--- src/rtl/spi_dac_rx_if.sv ---
// spi_dac_rx_if: bundle between the DAC-link SPI master/consumer and spi_dac_rx.
// master drives spi_clk/spi_mosi/spi_cs/rx_ready; slave returns rx_data/rx_valid/busy/overrun/frame_err.
interface spi_dac_rx_if #(
  parameter int DATA_W = 16
);
  logic              spi_clk;
  logic              spi_mosi;
  logic              spi_cs;
  logic              rx_ready;
  logic [DATA_W-1:0] rx_data;
  logic              rx_valid;
  logic              busy;
  logic              overrun;
  logic              frame_err;

  modport master (
    output spi_clk,
    output spi_mosi,
    output spi_cs,
    output rx_ready,
    input  rx_data,
    input  rx_valid,
    input  busy,
    input  overrun,
    input  frame_err
  );

  modport slave (
    input  spi_clk,
    input  spi_mosi,
    input  spi_cs,
    input  rx_ready,
    output rx_data,
    output rx_valid,
    output busy,
    output overrun,
    output frame_err
  );
endinterface

--- src/rtl/spi_dac_rx.sv ---
// spi_dac_rx: oversampling SPI slave receiver, MSB-first DATA_W-bit frames to valid/ready.
// Ports: clk, rst (async, active high), bus (spi_dac_rx_if.slave).
// Optional macro SPI_DAC_RX_FRAME_CHECK_EN: drop frames with bit count != DATA_W, pulse frame_err.
module spi_dac_rx #(
  parameter int DATA_W      = 16,
  parameter int SYNC_STAGES = 2
) (
  input  logic         clk,
  input  logic         rst,
  spi_dac_rx_if.slave  bus
);

  localparam int CW = $clog2(DATA_W + 2);
  localparam logic [CW-1:0] FULL = CW'(DATA_W);
  localparam logic [CW-1:0] SAT  = CW'(DATA_W + 1);

  typedef enum logic [1:0] {
    IDLE,
    RECV,
    COMMIT
  } state_t;

  state_t state;
  state_t state_n;

  logic [SYNC_STAGES-1:0] cs_sync;
  logic [SYNC_STAGES-1:0] clk_sync;
  logic [SYNC_STAGES-1:0] mosi_sync;
  logic [SYNC_STAGES-1:0] fill;
  logic                   cs_d;
  logic                   clk_d;
  logic                   armed;

  logic                   cs_s;
  logic                   clk_s;
  logic                   mosi_s;
  logic                   cs_fall;
  logic                   cs_rise;
  logic                   sclk_rise;

  logic [DATA_W-1:0]      shift;
  logic [CW-1:0]          cnt;

  logic [DATA_W-1:0]      data_q;
  logic                   valid_q;
  logic                   ovr_q;

  logic                   commit;
  logic                   eligible;
  logic                   load;
  logic                   drop;
  logic                   bad_len;

  assign cs_s   = cs_sync[SYNC_STAGES-1];
  assign clk_s  = clk_sync[SYNC_STAGES-1];
  assign mosi_s = mosi_sync[SYNC_STAGES-1];

  // Edge detect compares the synchronizer output with one more
  // registered sample; nothing is seen until the block is armed.
  assign cs_fall   = armed & cs_d & ~cs_s;
  assign cs_rise   = armed & ~cs_d & cs_s;
  assign sclk_rise = armed & ~clk_d & clk_s;

  always_ff @(posedge clk or posedge rst) begin
    if (rst) begin
      cs_sync   <= '1;
      clk_sync  <= '0;
      mosi_sync <= '0;
      cs_d      <= 1'b1;
      clk_d     <= 1'b0;
    end else begin
      cs_sync   <= {cs_sync[SYNC_STAGES-2:0], bus.spi_cs};
      clk_sync  <= {clk_sync[SYNC_STAGES-2:0], bus.spi_clk};
      mosi_sync <= {mosi_sync[SYNC_STAGES-2:0], bus.spi_mosi};
      cs_d      <= cs_s;
      clk_d     <= clk_s;
    end
  end

  // fill marks when the cs chain holds real samples rather than its
  // reset value, so a cs held low through reset never arms the block.
  always_ff @(posedge clk or posedge rst) begin
    if (rst) begin
      fill  <= '0;
      armed <= 1'b0;
    end else begin
      fill <= {fill[SYNC_STAGES-2:0], 1'b1};
      if (fill[SYNC_STAGES-1] && cs_s) begin
        armed <= 1'b1;
      end
    end
  end

  always_ff @(posedge clk or posedge rst) begin
    if (rst) begin
      state <= IDLE;
    end else begin
      state <= state_n;
    end
  end

  always_comb begin
    state_n  = state;
    commit   = 1'b0;
    eligible = 1'b0;
    bad_len  = 1'b0;
    load     = 1'b0;
    drop     = 1'b0;
    unique case (state)
      IDLE: begin
        if (cs_fall) begin
          state_n = RECV;
        end
      end
      RECV: begin
        if (cs_rise) begin
          state_n = COMMIT;
        end
      end
      COMMIT: begin
        state_n = IDLE;
        commit  = 1'b1;
      end
      default: begin
        state_n = IDLE;
      end
    endcase
    bad_len = commit & (cnt != FULL);
`ifdef SPI_DAC_RX_FRAME_CHECK_EN
    eligible = commit & (cnt == FULL);
`else
    eligible = commit & (cnt != '0);
`endif
    load = eligible & (~valid_q | bus.rx_ready);
    drop = eligible & valid_q & ~bus.rx_ready;
  end

  // Count saturates one past DATA_W so long frames stay
  // distinguishable while keeping only their first DATA_W bits.
  always_ff @(posedge clk or posedge rst) begin
    if (rst) begin
      shift <= '0;
      cnt   <= '0;
    end else if (state == IDLE && cs_fall) begin
      shift <= '0;
      cnt   <= '0;
    end else if (state == RECV && !cs_rise && sclk_rise) begin
      if (cnt < SAT) begin
        cnt <= cnt + CW'(1);
      end
      if (cnt < FULL) begin
        shift <= {shift[DATA_W-2:0], mosi_s};
      end
    end
  end

  always_ff @(posedge clk or posedge rst) begin
    if (rst) begin
      data_q  <= '0;
      valid_q <= 1'b0;
      ovr_q   <= 1'b0;
    end else begin
      ovr_q <= drop;
      if (load) begin
        data_q  <= shift;
        valid_q <= 1'b1;
      end else if (bus.rx_ready) begin
        valid_q <= 1'b0;
      end
    end
  end

`ifdef SPI_DAC_RX_FRAME_CHECK_EN
  logic ferr_q;

  always_ff @(posedge clk or posedge rst) begin
    if (rst) begin
      ferr_q <= 1'b0;
    end else begin
      ferr_q <= bad_len;
    end
  end

  assign bus.frame_err = ferr_q;
`else
  logic unused_len;

  assign unused_len    = bad_len;
  assign bus.frame_err = 1'b0;
`endif

  assign bus.rx_data  = data_q;
  assign bus.rx_valid = valid_q;
  assign bus.overrun  = ovr_q;
  assign bus.busy     = (state != IDLE);

endmodule

--- src/flat_wrapper.sv ---
// flat-port wrapper written by rule: the top's interface ports become plain ports
module spi_dac_rx_flat 
#(
  parameter int DATA_W      = 16,
  parameter int SYNC_STAGES = 2
)
  (clk, rst, bus_spi_clk, bus_spi_mosi, bus_spi_cs, bus_rx_ready, bus_rx_data, bus_rx_valid, bus_busy, bus_overrun, bus_frame_err);
  spi_dac_rx_if #(.DATA_W(DATA_W)) bus_i ();
  input  logic clk;
  input  logic rst;
  input wire logic [$bits(bus_i.spi_clk)-1:0] bus_spi_clk;
  input wire logic [$bits(bus_i.spi_mosi)-1:0] bus_spi_mosi;
  input wire logic [$bits(bus_i.spi_cs)-1:0] bus_spi_cs;
  input wire logic [$bits(bus_i.rx_ready)-1:0] bus_rx_ready;
  output wire logic [$bits(bus_i.rx_data)-1:0] bus_rx_data;
  output wire logic [$bits(bus_i.rx_valid)-1:0] bus_rx_valid;
  output wire logic [$bits(bus_i.busy)-1:0] bus_busy;
  output wire logic [$bits(bus_i.overrun)-1:0] bus_overrun;
  output wire logic [$bits(bus_i.frame_err)-1:0] bus_frame_err;
  assign bus_i.spi_clk = bus_spi_clk;
  assign bus_i.spi_mosi = bus_spi_mosi;
  assign bus_i.spi_cs = bus_spi_cs;
  assign bus_i.rx_ready = bus_rx_ready;
  assign bus_rx_data = bus_i.rx_data;
  assign bus_rx_valid = bus_i.rx_valid;
  assign bus_busy = bus_i.busy;
  assign bus_overrun = bus_i.overrun;
  assign bus_frame_err = bus_i.frame_err;
  spi_dac_rx #(.DATA_W(DATA_W), .SYNC_STAGES(SYNC_STAGES)) u_core (.clk(clk), .rst(rst), .bus(bus_i));
endmodule
--- config.mk ---
export PLATFORM = sky130hd
export DESIGN_NAME = spi_dac_rx_flat
export DESIGN_NICKNAME = d
export VERILOG_FILES = /design/src/rtl/spi_dac_rx_if.sv /design/src/rtl/spi_dac_rx.sv /design/src/flat_wrapper.sv
export SDC_FILE = /design/constraint.sdc
export NUM_CORES = 1
export LEC_CHECK = 0
export ABC_CLOCK_PERIOD_IN_PS = 2750
export BUFFER_PORTS_ARGS = -buffer_cell sky130_fd_sc_hd__buf_4
export CORE_ASPECT_RATIO = 1.1
export CORE_MARGIN = 2
export CORE_UTILIZATION = 35
export DETAILED_ROUTE_END_ITERATION = 10
export PLACE_DENSITY = 0.64
export SYNTH_ARGS = -nofsm -noshare
export SYNTH_HDL_FRONTEND = slang
export SYNTH_SLANG_ARGS = --single-unit
--- constraint.sdc ---
create_clock -name clk -period 2.75 [get_ports clk]
set_input_delay 0.55 -clock clk [delete_from_list [all_inputs] [get_ports clk]]
set_output_delay 0.55 -clock clk [all_outputs]
set_load 0.05 [all_outputs]
==> results of run 1 <==
state kept, by name (all words and copies together), names as in the netlist, 2 cells and up:
signal and cells:
u_core.bus.rx_data 16, u_core.fill 2, u_core.shift 16, u_core.cs_sync 2, u_core.mosi_sync 2, u_core.clk_sync 2, u_core.state 2, u_core.cnt 5
worst max-delay path, stage by stage (launching register included):
cell and delay (ps):
dfrtp_1 380, inv_1 90, ha_1 190, or4b_1 170, nand3b_2 100, nor2b_2 760
mux2_2 410
cell usage after synthesis (2+ instances only):
library cell,count,share of area [%]
dfrtp_1,49,58
inv_1,21,3.7
o21ai_0,18,4.2
nand4_1,16,4.7
mux2_4,10,7.1
mux2_2,6,3.2
clkbuf_1,5,0.88
nor2_1,4,0.71
dfstp_2,3,3.7
nand2b_1,3,0.88
nor3b_1,3,1.1
a21o_1,2,0.71
conb_1,2,0.35
ha_1,2,1.2
nand2_1,2,0.35
nand3b_1,2,0.71
path summary, 6_finish.rpt:
check,start,end,slack (ps),cells after the start
setup / recovery,u_core.cnt[0],u_core.bus.rx_data[8],520,6
hold / removal,rst,u_core.shift[10],330,2
setup reg to reg,u_core.cnt[0],u_core.bus.rx_data[8],520,6
hold reg to reg,u_core.clk_sync[0],u_core.clk_sync[1],350,0
max in group asynchronous,rst,u_core.bus.rx_data[13],1820,3
min in group clk,bus_spi_mosi,u_core.mosi_sync[0],350,1
placed cells by master (no fill, tap or decap), types with 3 or more instances in the layout:
master / synthesis / final
nand2b_1: 3 / 3
buf_4: 1 / 28
inv_1: 21 / 20
dfstp_2: 3 / 3
nand4_1: 16 / 16
o21ai_0: 18 / 18
mux2_2: 6 / 6
clkbuf_8: 0 / 5
nor3b_1: 3 / 3
nor2_1: 4 / 4
mux2_4: 10 / 10
dfrtp_1: 49 / 49
through the flow:
| stage | cells | cell area (sq um) | power (W) | hold WS (ps) |
|---|---|---|---|---|
| 5_1_grt | 274 | 2490 | 0.00180 | 329 |
| 3_3_place_gp | 266 | 2380 | 0.00120 | 333 |
| 3_5_place_dp | 266 | 2380 | 0.00121 | 335 |
| 6_report | 274 | 2490 | 0.00171 | 326 |
| 4_1_cts | 274 | 2490 | 0.00173 | 341 |
| 2_1_floorplan | 170 | 2130 | 0.00112 | 331 |
power groups by stage:
stage,clock [W],combinational (W),sequential [W]
after global routing,0.000566,0.000341,0.000893
after floorplan,0,0.000172,0.000949
after CTS,0.000532,0.000314,0.000883
after detailed placement,0,0.000314,0.000898
final,0.000520,0.000311,0.000882
after global placement,0,0.000305,0.000894
final cells by class:
class                           instances  area, sq um  area share [%]
Tap cell                               77         96.3            3.87
Clock inverter                          3         42.5            1.71
Inverter                               21         78.8            3.17
Sequential cell                        52         1310            52.4
Timing Repair Buffer                   28          210            8.45
Clock buffer                            5         68.8            2.77
Multi-Input combinational cell         88          687            27.6
logic make-up (layout without fill, tap and decap cells):
kind of cell / Yosys count / in the layout / share of synthesized area (%)
AO/OA/AOI/OAI: 27 / 27 / 7.48
adder cells (fa/ha/maj): 2 / 2 / 1.18
multiplexers: 17 / 17 / 10.7
AND/OR/NAND/NOR: 40 / 40 / 12.2
buffers and inverters: 30 / 57 / 6.65
flip-flops: 52 / 52 / 61.4
other: 2 / 2 / 0.353
layer usage:
layer	vias to the layer above	share of wire (%)	global-route usage [%]
li1	634	-	-
met1	627	48	16.4
met2	31	45	17.3
met3	6	4.8	3.47
met4	0	2.1	5.26
met5	-	0	0
==> impl_metrics.ini, run 1 <==
[sta]
slew_headroom_pct = 35.8
clock_skew_ps = 9.14
slew_violations = 0
fin_crit_ps = 2230
finalSetupTns_ps = 0
hold_viol = 0
fmax_mhz = 449
fin_crit_sh_pct = 81.0
worstMarginPinSlew_ps = 958
fin_ws_ps = 524
rsz0062_at_grt = false
setup_viol = 0

[synth]
synth_cells = 170
ys_ff_latch = 52
ys_types = 38
synth_ff_type = dfrtp_1
syn-num-nets = 178
post_synth.cell_area_avg_sq_um = 12.5
yosysSeqAreaShare_pct = 61.4
synth_edf_count = 0
async_reset_ff_share_pct = 100
yosysWarnings = 0
synth_area_sq_um = 2130

[detailed_routing]
firstDrtPassIters = 6
dr.first_iter.drc_count = 84
drt-total-wl_mm = 3.65
drcViolationCount = 0
vias_per_cell = 4.74
final_antenna_net_count = 0
vias = 1298
post_drt_wl_per_cell_um = 13.3

[grt]
grt_pass1_wl_mm = 6.12
grt_pass1_vias = 1247
grt.total_usage_pct = 11.8
antenna_found_initial = 0
grt.overflow.total = 0
grt_start_max_net_pins = 31

[final_layout]
post-route-util_pct = 42.9
nets = 204
antenna_cells = 0
fillers = 571
syn_to_final_growth_pct = 17.1
drive_above_1_share_pct = 31.0

[min_path]
hold_class = input pin to async pin

[critical_path]
worstPathRequired_ps = 2940
endpoint_kind = flip-flop
critPathLaunchType = flip-flop
worstPathArrival_ps = 2410
crit_path_max_fanout = 16
worstSetupPathType = flip-flop to flip-flop

[cts]
cts_hold_buffers = 0
clkTransAtPathRegs_ps = 100
cts.sinks = 52
clkLatencyLatePin_ps = 300
clockBufferDepth = 2
tritoncts = done
numCtsBuffers = 5
root_buffer = clkbuf_8
cts_setup_buffers = 0
h-tree-depth = 2
cts_resized = 0

[die]
dieArea_sq_um = 6710
die_x_um = 78.3
ios = 26
core_area_sq_um = 5810
std_cell_rows = 29
start_util_pct = 36.6
fp.dieH_um = 85.7

[power]
ir_worst_vdd_mv = 0.302
switchingPower_w = 0.000498
p_clk_share_pct = 30.4
pwr-share-seq_pct = 51.5
p_int_w = 0.00121
power_leakage_nw = 1.18
p_sw_share_pct = 29.1
p_per_area_nw_per_um2 = 688
power_frac_comb_pct = 18.2

[place]
dpl.hpwl_mm = 2.51
place_ws_ps = 481
port_buffers = 24
place_congestion = 0.779

[run_status]
outcome = complete, no violations

[run]
max_cap_violations = 0
No activity file was read; power rests on OpenSTA's default activity.
==> run 2: changes to the inputs <==
--- a/config.mk
+++ b/config.mk
@@ -5,13 +5,13 @@
 export SDC_FILE = /design/constraint.sdc
 export NUM_CORES = 1
 export LEC_CHECK = 0
-export ABC_CLOCK_PERIOD_IN_PS = 2750
+export ABC_CLOCK_PERIOD_IN_PS = 1800
 export BUFFER_PORTS_ARGS = -buffer_cell sky130_fd_sc_hd__buf_4
 export CORE_ASPECT_RATIO = 1.1
 export CORE_MARGIN = 2
 export CORE_UTILIZATION = 35
 export DETAILED_ROUTE_END_ITERATION = 10
-export PLACE_DENSITY = 0.64
+export PLACE_DENSITY = 0.66
 export SYNTH_ARGS = -nofsm -noshare
 export SYNTH_HDL_FRONTEND = slang
 export SYNTH_SLANG_ARGS = --single-unit
==> constraint.sdc (replaced) <==
create_clock -name clk -period 1.8 [get_ports clk]
set_input_delay 0.36 -clock clk [delete_from_list [all_inputs] [get_ports clk]]
set_output_delay 0.36 -clock clk [all_outputs]
set_load 0.05 [all_outputs]
==> impl_metrics.ini, run 2 (synthesis results as in run 1) <==
[detailed_routing]
vias_per_cell = 4.66
firstDrtPassIters = 4
final_antenna_net_count = 0
drcViolationCount = 0
dr.first_iter.drc_count = 64
post_drt_wl_per_cell_um = 12.6
drt-total-wl_mm = 3.61
vias = 1337

[final_layout]
drive_above_1_share_pct = 36.2
fillers = 558
syn_to_final_growth_pct = 24.9
nets = 217
regArea_sq_um = 1310
final_cell_mix = dfrtp_1, buf_4, inv_1
antenna_cells = 0
final_common_cell = dfrtp_1
multi_input_area_sq_um = 709
post-route-util_pct = 45.7

[die]
dieArea_sq_um = 6710
std_cell_rows = 29
start_util_pct = 36.6
ios = 26
die_x_um = 78.3
core_area_sq_um = 5810
fp.dieH_um = 85.7

[critical_path]
crit_path_max_fanout = 16
worstPathArrival_ps = 1970
worstSetupPathType = flip-flop to flip-flop
endpoint_kind = flip-flop
r2r-start = u_core.cnt[0]
worstPathRequired_ps = 1990
critPathLaunch = u_core.cnt[0]
r2r_cells = 7
critPathLaunchType = flip-flop

[min_path]
hold_class = input pin to async pin

[cts]
cts.sinks = 52
clockBufferDepth = 2
root_buffer = clkbuf_8
tritoncts = done
cts_hold_buffers = 0
clkLatencyLatePin_ps = 300
numCtsBuffers = 5
clkTransAtPathRegs_ps = 90
h-tree-depth = 2

[sta]
clock_skew_ps = 7.20
fin_crit_sh_pct = 98.8
setup_viol = 0
fmax_mhz = 562
slew_violations = 0
fin_crit_ps = 1780
rsz0062_at_grt = true
hold_viol = 0
fin_hold_ws_ps = 78.8

[power]
power_leakage_nw = 1.28
p_per_area_nw_per_um2 = 1030
ir_worst_vdd_mv = 0.453

[grt]
grt.total_usage_pct = 12.0
antenna_found_initial = 0
grt.overflow.total = 0
grt_pass1_wl_mm = 6.26
grt_start_max_net_pins = 22
grt_pass1_vias = 1285

[place]
port_buffers = 24
place_congestion = 0.774
dpl.hpwl_mm = 2.55

[run]
max_cap_violations = 0

[run_status]
outcome = complete, no violations
run 2: cell type report:
class | count | area share (%)
clock buffers | 6 | 2.73
clock inverters | 2 | 1.32
well taps | 77 | 3.63
inverters | 21 | 2.97
repair buffers | 41 | 13.5
multi-input cells | 88 | 26.7
flip-flops and latches | 52 | 49.2
run 2: power by group:
group | leakage, nW | total [W] | internal [W] | switching (W)
registers | 0.686 | 0.00134 | 0.00127 | 0.0000688
logic | 0.538 | 0.000613 | 0.000277 | 0.000336
clock network | 0.0552 | 0.000776 | 0.000413 | 0.000363
total | 1.28 | 0.00273 | 0.00196 | 0.000767
run 2: metrics by stage:
| stage | worst slack, ps | total power [W] | TNS [ps] | std cells | instance area [sq um] |
|---|---|---|---|---|---|
| after floorplan | -53.1 | 0.00174 | -972 | 170 | 2140 |
| after global placement | -391 | 0.00194 | -5640 | 276 | 2500 |
| after detailed placement | -433 | 0.00195 | -6250 | 276 | 2500 |
| after CTS | 6.90 | 0.00274 | 0 | 285 | 2640 |
| after global routing | -49.6 | 0.00288 | -536 | 287 | 2660 |
| final | 20.9 | 0.00273 | 0 | 287 | 2660 |
run 2: repair_timing:
action / CTS / global route
resized for setup: 2 / 0
endpoints found under the hold margin: 0 / 0
endpoints found under the setup margin: 17 / 16
buffers inserted: 1 / 3
run 2: worst paths after layout:
path / end / slack [ps]
min reg2reg: u_core.clk_sync[1] / 350
max: u_core.bus.rx_data[1] / 20
min: u_core.bus.rx_data[7] / 80
min in group clk: u_core.mosi_sync[0] / 160
max in group asynchronous: u_core.state[0] / 1260
max reg2reg: u_core.bus.rx_data[1] / 20
run 2: worst max-delay path: stages, from the launching register on:
cell	delay, ps
dfrtp_1	410
inv_2	70
ha_1	130
or4b_4	460
nand3b_4	100
nor2b_4	50
buf_12	150
mux2_4	300
run 2: metal layers:
layer  global-route usage, %  routed length [um]  up-vias  part of all wire (%)
li1                        -                   -      668                     -
met1                    16.7                1770      637                    49
met2                    18.0                1630       28                    45
met3                    3.26                 150        4                   4.2
met4                    4.78                  61        0                   1.7
met5                       0                   0        -                     0
